### src/rtl/prv_trap_sequencer.sv
// prv_trap_sequencer
// Machine-mode trap and return sequencer between the hazard unit and the CSR file.
// It picks the highest-priority event among exceptions, takeable interrupts,
// mret and wfi. It latches that event and waits for the pipeline to drain.
// It then issues one CSR commit strobe and redirects fetch.
//
// Ports:
//   CLK, RST           clock, synchronous active-high reset
//   fault_insn..fault_l exception flags from the hazard unit
//   ret, wfi           mret / wfi reached commit
//   epc, badaddr       PC of committing instruction, faulting address
//   ext_int, soft_int, timer_int  raw pending interrupts
//   mie_bits           {MEIE, MSIE, MTIE}
//   mstatus_mie        global interrupt enable
//   mtvec, mepc_r      current trap vector and saved return PC
//   pipe_clear         pipeline drained
//   insert_pc, priv_pc fetch redirect strobe and target
//   intr               latched event is an interrupt
//   trap_we, mret_we   one-cycle CSR commit strobes
//   mcause_w, mepc_w, mtval_w  CSR write data
//   busy               sequencer is not idle
module prv_trap_sequencer #(
  parameter logic [31:0] RESET_PC = 32'h0000_0200
) (
  input  logic        CLK,
  input  logic        RST,
  input  logic        fault_insn,
  input  logic        mal_insn,
  input  logic        illegal_insn,
  input  logic        breakpoint,
  input  logic        env,
  input  logic        mal_s,
  input  logic        mal_l,
  input  logic        fault_s,
  input  logic        fault_l,
  input  logic        ret,
  input  logic        wfi,
  input  logic [31:0] epc,
  input  logic [31:0] badaddr,
  input  logic        ext_int,
  input  logic        soft_int,
  input  logic        timer_int,
  input  logic [2:0]  mie_bits,
  input  logic        mstatus_mie,
  input  logic [31:0] mtvec,
  input  logic [31:0] mepc_r,
  input  logic        pipe_clear,
  output logic        insert_pc,
  output logic [31:0] priv_pc,
  output logic        intr,
  output logic        trap_we,
  output logic        mret_we,
  output logic [31:0] mcause_w,
  output logic [31:0] mepc_w,
  output logic [31:0] mtval_w,
  output logic        busy
);

  typedef enum logic [2:0] {
    S_IDLE,
    S_WAIT_CLEAR,
    S_COMMIT,
    S_REDIRECT,
    S_WFI
  } state_t;

  state_t state, state_next;

  logic [2:0]  eff_int;
  logic        any_eff;
  logic        int_take;
  logic        exc_hit;
  logic [4:0]  exc_cause;
  logic [31:0] exc_tval;
  logic [4:0]  int_cause;
  logic        ev_take;
  logic        ret_take;
  logic        is_ret;
  logic [31:0] ret_pc;
  logic [31:0] vec_base;
  logic [31:0] commit_target;

  assign eff_int  = {ext_int, soft_int, timer_int} & mie_bits;
  assign any_eff  = |eff_int;
  assign int_take = mstatus_mie & any_eff;

  // Synchronous exception priority and the matching trap value
  always_comb begin
    exc_hit   = 1'b1;
    exc_cause = 5'd0;
    exc_tval  = '0;
    if (breakpoint)        exc_cause = 5'd3;
    else if (fault_insn)   exc_cause = 5'd1;
    else if (illegal_insn) exc_cause = 5'd2;
    else if (mal_insn)     exc_cause = 5'd0;
    else if (env)          exc_cause = 5'd11;
    else if (mal_s)        exc_cause = 5'd6;
    else if (mal_l)        exc_cause = 5'd4;
    else if (fault_s)      exc_cause = 5'd7;
    else if (fault_l)      exc_cause = 5'd5;
    else                   exc_hit   = 1'b0;
    case (exc_cause)
      5'd0, 5'd1, 5'd4, 5'd5, 5'd6, 5'd7: exc_tval = badaddr;
      5'd3:                               exc_tval = epc;
      default:                            exc_tval = '0;
    endcase
  end

  // Interrupt priority: external, then software, then timer
  always_comb begin
    int_cause = 5'd7;
    if (eff_int[2])      int_cause = 5'd11;
    else if (eff_int[1]) int_cause = 5'd3;
  end

  assign ev_take  = (state == S_IDLE) && (exc_hit || int_take);
  assign ret_take = (state == S_IDLE) && !exc_hit && !int_take && ret;

  // Next-state logic; event inputs only matter in IDLE
  always_comb begin
    state_next = state;
    case (state)
      S_IDLE: begin
        if (ev_take || ret_take)  state_next = S_WAIT_CLEAR;
        else if (wfi && !any_eff) state_next = S_WFI;
      end
      S_WAIT_CLEAR: if (pipe_clear) state_next = S_COMMIT;
      S_COMMIT:     state_next = S_REDIRECT;
      S_REDIRECT:   state_next = S_IDLE;
      S_WFI:        if (any_eff) state_next = S_IDLE;
      default:      state_next = S_IDLE;
    endcase
  end

  // Redirect target; mtvec modes 2 and 3 fall back to direct
  always_comb begin
    vec_base = {mtvec[31:2], 2'b00};
    if (is_ret)
      commit_target = ret_pc & 32'hFFFF_FFFC;
    else if (mtvec[1:0] == 2'b01 && intr)
      commit_target = vec_base + {25'd0, mcause_w[4:0], 2'b00};
    else
      commit_target = vec_base;
  end

  always_ff @(posedge CLK) begin
    if (RST) begin
      state    <= S_IDLE;
      is_ret   <= 1'b0;
      intr     <= 1'b0;
      mcause_w <= '0;
      mepc_w   <= '0;
      mtval_w  <= '0;
      ret_pc   <= '0;
      priv_pc  <= RESET_PC;
    end else begin
      state <= state_next;
      if (ev_take) begin
        is_ret   <= 1'b0;
        intr     <= !exc_hit;
        mcause_w <= exc_hit ? {27'd0, exc_cause} : {1'b1, 26'd0, int_cause};
        mepc_w   <= epc;
        mtval_w  <= exc_hit ? exc_tval : 32'd0;
      end else if (ret_take) begin
        is_ret <= 1'b1;
        intr   <= 1'b0;
        ret_pc <= mepc_r;
      end
      if (state == S_COMMIT) priv_pc <= commit_target;
    end
  end

  assign trap_we   = (state == S_COMMIT) && !is_ret;
  assign mret_we   = (state == S_COMMIT) && is_ret;
  assign insert_pc = (state == S_REDIRECT);
  assign busy      = (state != S_IDLE);

endmodule

### config.mk
export PLATFORM = sky130hd
export DESIGN_NAME = prv_trap_sequencer
export DESIGN_NICKNAME = d
export VERILOG_FILES = /design/src/rtl/prv_trap_sequencer.sv
export SDC_FILE = /design/constraint.sdc
export NUM_CORES = 1
export LEC_CHECK = 0
export CORE_UTILIZATION = 43
export CTS_BUF_LIST = sky130_fd_sc_hd__clkbuf_8
export CTS_CLUSTER_DIAMETER = 150
export DETAILED_ROUTE_END_ITERATION = 7
export GPL_TIMING_DRIVEN = 0
export PLACE_DENSITY = 0.82
export SLEW_MARGIN = 10
export SYNTH_ARGS = -nofsm -noshare
export SYNTH_HDL_FRONTEND = slang
export SYNTH_SLANG_ARGS = --single-unit
### constraint.sdc
create_clock -name CLK -period 2.9 [get_ports CLK]
set_input_delay 0.435 -clock CLK [delete_from_list [all_inputs] [get_ports CLK]]
set_output_delay 0.435 -clock CLK [all_outputs]
set_load 0.05 [all_outputs]
==> run_summary.xml, run 1 <==
<?xml version="1.0" encoding="UTF-8"?>
<metrics>
  <group name="worst_setup_path">
    <metric name="r2r.worst_path.cells" unit="">8</metric>
    <metric name="setup.worst_path.end_class" unit="">output pin</metric>
    <metric name="rr_startpoint" unit="">mcause_w[0]</metric>
    <metric name="crit_path_max_fanout" unit="">10</metric>
    <metric name="crit_chain" unit="">clkbuf_1 &gt; or3b_1 &gt; clkbuf_1 &gt; clkbuf_2 &gt; nor2_1 &gt; clkdlybuf4s15_2</metric>
    <metric name="timing_worst_setup_path_type" unit="">reg2out</metric>
    <metric name="kind_of_start_point_of_the_critical_path" unit="">flip-flop</metric>
    <metric name="reg2reg_to" unit="">priv_pc[10]</metric>
    <metric name="critPathArrivalTime" unit="ns">2.28</metric>
    <metric name="r2r_setup_slack" unit="ns">0.38</metric>
    <metric name="crit_path_max_incr_delay" unit="ns">0.39</metric>
    <metric name="crit_path_top_delay_cell" unit="">sky130_fd_sc_hd__or3b_1</metric>
    <metric name="cpMostUsedCell" unit="">sky130_fd_sc_hd__clkbuf_1</metric>
    <metric name="worst_ep_required_time" unit="ns">2.47</metric>
  </group>
  <group name="die">
    <metric name="die_y" unit="um">123</metric>
    <metric name="initial_core_util" unit="%">44.8</metric>
    <metric name="die_area" unit="sq um">15200</metric>
    <metric name="i_o_pin_count" unit="">282</metric>
    <metric name="floorplan.core_area" unit="sq um">14100</metric>
    <metric name="row_count" unit="">43</metric>
    <metric name="dieWidth" unit="um">123</metric>
  </group>
  <group name="clock_tree">
    <metric name="cts_made_buffers" unit="">17</metric>
    <metric name="tritoncts" unit="">yes</metric>
    <metric name="clock_latency_on_the_worst_skew_pair" unit="ns">0.46</metric>
    <metric name="post_cts.repair.setup_buffers" unit="">0</metric>
    <metric name="clockBufferDepth" unit="">2</metric>
    <metric name="clock_tree.htree_level_count" unit="">4</metric>
    <metric name="hold_buffers" unit="">0</metric>
    <metric name="path_clk_slew" unit="ns">0.07</metric>
    <metric name="cts-root-buf" unit="">sky130_fd_sc_hd__clkbuf_8</metric>
    <metric name="cts_sinks" unit="">134</metric>
  </group>
  <group name="detailed_routing">
    <metric name="drt_iter0_drc" unit="">458</metric>
    <metric name="drc_markers" unit="">0</metric>
    <metric name="post_drt_via_cell_ratio" unit="">5.41</metric>
    <metric name="drtPass1Iterations" unit="">6</metric>
    <metric name="routed_wl" unit="mm">21.7</metric>
    <metric name="vias" unit="">6709</metric>
    <metric name="antenna_violating_nets_remaining" unit="">0</metric>
    <metric name="post_drt_wl_per_cell" unit="um">17.5</metric>
  </group>
  <group name="yosys">
    <metric name="synth_cell_type_count" unit="">65</metric>
    <metric name="ys_seq_elements" unit="">134</metric>
    <metric name="synth_cells" unit="">752</metric>
    <metric name="synth_top_area_share" unit="%">42.5</metric>
    <metric name="synth_area_leaders" unit="">sky130_fd_sc_hd__dfxtp_1, sky130_fd_sc_hd__nand2_1, sky130_fd_sc_hd__a21oi_1</metric>
    <metric name="syn_area" unit="sq um">6310</metric>
    <metric name="synth_enable_flop_cells" unit="">0</metric>
    <metric name="synth_flop_cell" unit="">sky130_fd_sc_hd__dfxtp_1</metric>
    <metric name="synth-seq-area-share" unit="%">42.5</metric>
    <metric name="synthesis.area_per_instance" unit="sq um">8.39</metric>
    <metric name="synth-warning-count" unit="">0</metric>
    <metric name="ys_async_sr_fraction" unit="%">0</metric>
    <metric name="yosys.area.top_type" unit="">sky130_fd_sc_hd__dfxtp_1</metric>
  </group>
  <group name="grt">
    <metric name="grt_max_degree" unit="">17</metric>
    <metric name="via_count_of_the_first_global_routing_pass" unit="">6417</metric>
    <metric name="grt_remaining_overflow" unit="">0</metric>
    <metric name="grt_pass1_wl" unit="mm">32.8</metric>
    <metric name="initial_antenna_violation_count" unit="">0</metric>
    <metric name="gr-usage-all-layers" unit="%">28.7</metric>
  </group>
  <group name="finish">
    <metric name="layout_common_cells" unit="">sky130_fd_sc_hd__clkdlybuf4s50_1, sky130_fd_sc_hd__dfxtp_1, sky130_fd_sc_hd__nand2_1</metric>
    <metric name="area_growth_syn_to_layout" unit="%">51.2</metric>
    <metric name="filler_cell_count" unit="">1193</metric>
    <metric name="finish.net_count" unit="">1200</metric>
    <metric name="final_common_cell" unit="">sky130_fd_sc_hd__clkdlybuf4s50_1</metric>
    <metric name="drive_gt1_share" unit="%">9.07</metric>
    <metric name="post_layout_nonfiller_instances" unit="">1239</metric>
    <metric name="antenna_cells" unit="">0</metric>
  </group>
  <group name="sta">
    <metric name="min_period_over_period" unit="%">93.6</metric>
    <metric name="grt_setup_unrepaired" unit="">no</metric>
    <metric name="skew" unit="ns">0.0100</metric>
    <metric name="timing.slew.headroom" unit="%">49.6</metric>
    <metric name="timing.final.ws_setup" unit="ns">0.186</metric>
    <metric name="timing.final.setup_violations" unit="">0</metric>
    <metric name="final_critical_period" unit="ns">2.71</metric>
    <metric name="maxClockFrequency" unit="GHz">0.369</metric>
    <metric name="report.final.hold_viol_count" unit="">0</metric>
    <metric name="slew_viol_final" unit="">0</metric>
    <metric name="tightest_slew" unit="ns">0.750</metric>
  </group>
  <group name="hold_path">
    <metric name="worstHoldStart" unit="">RST</metric>
    <metric name="min_delay_path_depth" unit="">3</metric>
    <metric name="worstHoldPathType" unit="">in2reg</metric>
    <metric name="timing.hold.worst_endpoint" unit="">mtval_w[1]</metric>
  </group>
  <group name="placed_design">
    <metric name="gp_congestion" unit="">0.887</metric>
    <metric name="io_buffer_count" unit="">247</metric>
    <metric name="pre_cts_ws" unit="ns">-0.217</metric>
    <metric name="place.detailed.hpwl" unit="mm">16.4</metric>
    <metric name="post-place-cells" unit="">1207</metric>
  </group>
  <group name="power_and_ir_drop">
    <metric name="irDropWorstVdd" unit="mV">0.352</metric>
    <metric name="p_leak" unit="nW">3.54</metric>
    <metric name="power_density" unit="nW/um^2">526</metric>
  </group>
  <group name="run_status">
    <metric name="run_status" unit="">completed</metric>
  </group>
  <group name="run">
    <metric name="max_cap_viol_count" unit="">0</metric>
  </group>
</metrics>
## cells by family after synthesis
kind of cell / count (synthesis) / share of synthesized area [%]
AO/OA/AOI/OAI: 219 / 22.7
XOR/XNOR: 22 / 3.05
adder cells (fa/ha/maj): 5 / 1.11
buffers and inverters: 103 / 8.94
flip-flops: 134 / 42.5
multiplexers: 1 / 0.159
other: 1 / 0.0594
AND/OR/NAND/NOR: 267 / 21.5
## through the flow
step | instance area [sq um] | hold WS, ns | util [%] | total power [mW] | TNS, ns
2_1_floorplan | 6420 | 0.431 | - | 2.82 | 0
3_3_place_gp | 9110 | 0.439 | 64.7 | 3.35 | -0.525
3_5_place_dp | 9110 | 0.442 | 64.7 | 3.36 | -0.438
4_1_cts | 9550 | 0.386 | 67.7 | 5.04 | 0
5_1_grt | 9540 | 0.423 | 67.7 | 5.20 | 0
6_report | 9540 | 0.411 | 67.7 | 5.02 | 0
## worst max-delay path, delay by kind of cell, from the launching register on
kind                   cells  cell delay [ns]
buffers and inverters      4             0.99
and+or+nand+nor            2             0.52
DFF                        1             0.30
## power breakdown
| group | internal [mW] | leakage (nW) | switching, mW |
|---|---|---|---|
| Sequential | 1.94 | 1.09 | 0.0577 |
| Combinational | 0.505 | 2.22 | 0.824 |
| Clock | 0.954 | 0.226 | 0.737 |
## per-layer routing
metal / part of all wire [%] / vias up / global-route usage, %
met5: 0 / - / 0
li1: - / 3233 / -
met1: 38 / 3111 / 31.4
met3: 10 / 37 / 11.0
met2: 50 / 328 / 50.1
met4: 1.9 / 0 / 10.2
## repair_timing
item / in CTS / in global routing
cloned: 0 / 0
endpoints found under the setup margin: 2 / 2
resized for setup: 4 / 4
endpoints found under the hold margin: 0 / 0
## cells in the mapped netlist, types with 15 or more instances
master and number:
sky130_fd_sc_hd__a21oi_1 90, sky130_fd_sc_hd__a22oi_1 33, sky130_fd_sc_hd__and3_1 23, sky130_fd_sc_hd__buf_2 15, sky130_fd_sc_hd__buf_4 31, sky130_fd_sc_hd__clkbuf_1 41, sky130_fd_sc_hd__dfxtp_1 134, sky130_fd_sc_hd__nand2_1 123
sky130_fd_sc_hd__nand3_1 40, sky130_fd_sc_hd__nor2_1 22, sky130_fd_sc_hd__o22ai_1 18, sky130_fd_sc_hd__o2bb2ai_1 32, sky130_fd_sc_hd__xnor2_1 19
## flip-flops by register name, indices dropped and copies added (netlist names)
signal	count
intr	1
is_ret	1
mcause_w	5
mepc_w	32
mtval_w	32
priv_pc	30
ret_pc	30
state	3
## layout make-up
cell class	count	area, sq um	area share, %
Clock inverter	10	129	1.35
Multi-Input combinational cell	543	3170	33.2
Sequential cell	134	2680	28.1
Tap cell	180	225	2.36
Inverter	9	33.8	0.354
Timing Repair Buffer	247	2470	25.9
Clock buffer	22	303	3.17
Buffer	94	532	5.57
## worst max path at each step
| stage | from | end | slack, ns | cells past startpoint |
|---|---|---|---|---|
| 2_1_floorplan | mcause_w[0] | priv_pc[26] | 0.32 | 9 |
| 3_3_place_gp | mtvec[2] | priv_pc[10] | -0.21 | 9 |
| 4_1_cts | state[0] | trap_we | 0.004 | 5 |
| 5_1_grt | state[0] | busy | 0.02 | 4 |
| 6_report | state[0] | mret_we | 0.19 | 6 |
| 3_5_place_dp | mtvec[2] | priv_pc[10] | -0.22 | 9 |
(Power assumes the default switching activity.)
==> run 2, diff against run 1 <==
--- a/config.mk
+++ b/config.mk
@@ -5,12 +5,15 @@
 export SDC_FILE = /design/constraint.sdc
 export NUM_CORES = 1
 export LEC_CHECK = 0
-export CORE_UTILIZATION = 43
+export CELL_PAD_IN_SITES_DETAIL_PLACEMENT = 1
+export CELL_PAD_IN_SITES_GLOBAL_PLACEMENT = 1
+export CORE_ASPECT_RATIO = 0.75
+export CORE_UTILIZATION = 31
 export CTS_BUF_LIST = sky130_fd_sc_hd__clkbuf_8
 export CTS_CLUSTER_DIAMETER = 150
 export DETAILED_ROUTE_END_ITERATION = 7
 export GPL_TIMING_DRIVEN = 0
-export PLACE_DENSITY = 0.82
+export PLACE_DENSITY_LB_ADDON = 0.1
 export SLEW_MARGIN = 10
 export SYNTH_ARGS = -nofsm -noshare
 export SYNTH_HDL_FRONTEND = slang
==> run 2 against run 1 <==
  * Worst setup slack got worse by 0.026 ns
  * Count of clock-buffer cells in the layout down 4
  * Clock power fell by 8%
  * Largest cell class unchanged
  * Core utilization down 19 points
  * Critical path depth rose by 3
  * Sequential share of layout area shrank 0.15 points
  * Hold slack improved by 0.026 ns
  * Wire length up 12%
==> run_summary.xml, run 2 (synthesis results as in run 1) <==
<?xml version="1.0" encoding="UTF-8"?>
<metrics>
  <group name="worst_setup_path">
    <metric name="timing.critical_path.buf_inv" unit="">2</metric>
    <metric name="crit_path_max_incr_delay" unit="ns">0.52</metric>
    <metric name="timing_worst_setup_path_type" unit="">in2reg</metric>
    <metric name="critPathArrivalTime" unit="ns">3.05</metric>
    <metric name="worst_ep_required_time" unit="ns">3.21</metric>
    <metric name="crit_path_top_delay_cell" unit="">sky130_fd_sc_hd__clkdlybuf4s50_1</metric>
    <metric name="crit_path_max_fanout" unit="">6</metric>
    <metric name="setup.worst_path.end_class" unit="">flip-flop</metric>
    <metric name="kind_of_start_point_of_the_critical_path" unit="">input pin</metric>
    <metric name="crit_chain" unit="">clkdlybuf4s50_1 &gt; ha_1 &gt; inv_1 &gt; fa_1 &gt; nand2b_1 &gt; a21o_1 &gt; o31a_1 &gt; o311ai_0 &gt; a21oi_1</metric>
    <metric name="critPathTopFamily" unit="">compound AO/OA/AOI/OAI gates</metric>
  </group>
  <group name="run_status">
    <metric name="run_status" unit="">completed</metric>
  </group>
  <group name="die">
    <metric name="initial_core_util" unit="%">32.1</metric>
    <metric name="i_o_pin_count" unit="">282</metric>
    <metric name="dieWidth" unit="um">167</metric>
    <metric name="die_area" unit="sq um">20900</metric>
    <metric name="row_count" unit="">44</metric>
    <metric name="die_y" unit="um">126</metric>
    <metric name="floorplan.core_area" unit="sq um">19700</metric>
  </group>
  <group name="sta">
    <metric name="timing.final.ws_setup" unit="ns">0.160</metric>
    <metric name="final_critical_period" unit="ns">2.74</metric>
    <metric name="hold_ws" unit="ns">0.437</metric>
    <metric name="timing.final.setup_violations" unit="">0</metric>
    <metric name="tightest_slew" unit="ns">0.786</metric>
    <metric name="timing.slew.headroom" unit="%">47.1</metric>
    <metric name="min_period_over_period" unit="%">94.5</metric>
    <metric name="grt_setup_unrepaired" unit="">no</metric>
    <metric name="skew" unit="ns">0.0149</metric>
    <metric name="report.final.hold_viol_count" unit="">0</metric>
    <metric name="slew_viol_final" unit="">0</metric>
    <metric name="maxClockFrequency" unit="GHz">0.365</metric>
  </group>
  <group name="finish">
    <metric name="postLayoutCellArea" unit="sq um">9590</metric>
    <metric name="layout_top_registers" unit="">mepc_w x32, mtval_w x32</metric>
    <metric name="finish.net_count" unit="">1200</metric>
    <metric name="drive_gt1_share" unit="%">9.35</metric>
    <metric name="final_common_cell" unit="">sky130_fd_sc_hd__clkdlybuf4s50_1</metric>
    <metric name="antenna_cells" unit="">0</metric>
    <metric name="post-route-util" unit="%">48.8</metric>
    <metric name="layout_common_cells" unit="">sky130_fd_sc_hd__clkdlybuf4s50_1, sky130_fd_sc_hd__dfxtp_1, sky130_fd_sc_hd__nand2_1</metric>
    <metric name="filler_cell_count" unit="">2352</metric>
    <metric name="area_growth_syn_to_layout" unit="%">52.0</metric>
  </group>
  <group name="grt">
    <metric name="grt_remaining_overflow" unit="">0</metric>
    <metric name="grt_pass1_wl" unit="mm">36.9</metric>
    <metric name="use_met2" unit="%">35.1</metric>
    <metric name="groute.layer.met1.usage" unit="%">31.7</metric>
    <metric name="grt_met3_use" unit="%">5.38</metric>
    <metric name="grt_busiest_layer" unit="">met2</metric>
    <metric name="via_count_of_the_first_global_routing_pass" unit="">6594</metric>
    <metric name="grt_max_degree" unit="">17</metric>
    <metric name="initial_antenna_violation_count" unit="">0</metric>
    <metric name="gr-usage-all-layers" unit="%">22.8</metric>
  </group>
  <group name="placed_design">
    <metric name="gp_congestion" unit="">0.804</metric>
    <metric name="pre_cts_ws" unit="ns">-0.289</metric>
    <metric name="place.detailed.hpwl" unit="mm">18.9</metric>
    <metric name="io_buffer_count" unit="">247</metric>
    <metric name="placement.cell_area" unit="sq um">9210</metric>
  </group>
  <group name="hold_path">
    <metric name="worstHoldPathType" unit="">in2reg</metric>
  </group>
  <group name="clock_tree">
    <metric name="path_clk_slew" unit="ns">0.08</metric>
    <metric name="post_cts.repair.setup_buffers" unit="">0</metric>
    <metric name="cts-root-buf" unit="">sky130_fd_sc_hd__clkbuf_8</metric>
    <metric name="clockBufferDepth" unit="">2</metric>
    <metric name="clock_latency_on_the_worst_skew_pair" unit="ns">0.45</metric>
    <metric name="cts_made_buffers" unit="">17</metric>
    <metric name="hold_buffers" unit="">0</metric>
    <metric name="clock_tree.htree_level_count" unit="">4</metric>
    <metric name="cts_sinks" unit="">134</metric>
    <metric name="tritoncts" unit="">yes</metric>
  </group>
  <group name="power_and_ir_drop">
    <metric name="finalPower" unit="mW">4.91</metric>
    <metric name="power_density" unit="nW/um^2">512</metric>
    <metric name="irDropWorstVdd" unit="mV">0.225</metric>
    <metric name="p_leak" unit="nW">3.52</metric>
  </group>
  <group name="detailed_routing">
    <metric name="drt_iter0_drc" unit="">394</metric>
    <metric name="routed_wl" unit="mm">24.3</metric>
    <metric name="drc_markers" unit="">0</metric>
    <metric name="post_drt_via_cell_ratio" unit="">5.08</metric>
    <metric name="post_drt_wl_per_cell" unit="um">18.5</metric>
    <metric name="vias" unit="">6659</metric>
    <metric name="drtPass1Iterations" unit="">5</metric>
    <metric name="antenna_violating_nets_remaining" unit="">0</metric>
  </group>
  <group name="run">
    <metric name="max_cap_viol_count" unit="">0</metric>
  </group>
</metrics>
## run 2: cell types whose count changed in the layout (fill, tap and decap cells not counted), moves of 2 or more
cell,before,now
sky130_fd_sc_hd__clkbuf_8,22,18
sky130_fd_sc_hd__clkinv_2,0,3
sky130_fd_sc_hd__clkinvlp_4,2,5
sky130_fd_sc_hd__inv_1,13,11
## run 2: timing repair
item,CTS,global route
gates resized for setup,7,4
pin swaps,0,0
endpoints found under the setup margin,2,3
## run 2: final timing paths
kind                                   from           to  slack, ns  cells after the start
worst max-delay path               mtvec[2]  priv_pc[10]       0.16                      9
worst min-delay path                    RST   mtval_w[1]       0.44                      3
worst max register to register  mcause_w[0]  priv_pc[10]       0.28                      8
worst min register to register   mepc_w[25]   mepc_w[25]       0.45                      2
## run 2: cell type report
cell class	instances	area [sq um]	share of cell area, %
Tap cell	253	317	3.30
Timing Repair Buffer	247	2470	25.8
Buffer	94	532	5.54
Sequential cell	134	2680	28.0
Clock buffer	18	248	2.58
Clock inverter	14	138	1.43
Multi-Input combinational cell	543	3170	33.1
Inverter	9	33.8	0.352
## run 2: where the power goes
| part | internal (mW) | leakage [nW] | switching (mW) |
|---|---|---|---|
| combinational | 0.506 | 2.23 | 0.839 |
| clock | 0.777 | 0.189 | 0.787 |
| sequential | 1.94 | 1.09 | 0.0584 |
## run 2: worst reg2reg max path, cell delays in order, from the launching register on
cell and delay, ns:
sky130_fd_sc_hd__dfxtp_1 0.40, sky130_fd_sc_hd__ha_1 0.22, sky130_fd_sc_hd__inv_1 0.06, sky130_fd_sc_hd__fa_1 0.40, sky130_fd_sc_hd__nand2b_1 0.18, sky130_fd_sc_hd__a21o_1 0.29, sky130_fd_sc_hd__o31a_1 0.33, sky130_fd_sc_hd__o311ai_0 0.48
sky130_fd_sc_hd__a21oi_1 0.13
## run 2: metal layers
metal	wire (um)	vias up	part of all wire [%]
li1	-	3234	-
met1	12000	3181	49
met2	10600	213	44
met3	1340	31	5.5
met4	378	0	1.6
met5	0	-	0
## run 2: stage by stage
stage	setup TNS [ns]	std cells
6_report	0	1312
2_1_floorplan	0	780
4_1_cts	0	1312
5_1_grt	0	1312
3_3_place_gp	-2.09	1280
3_5_place_dp	-4.20	1280
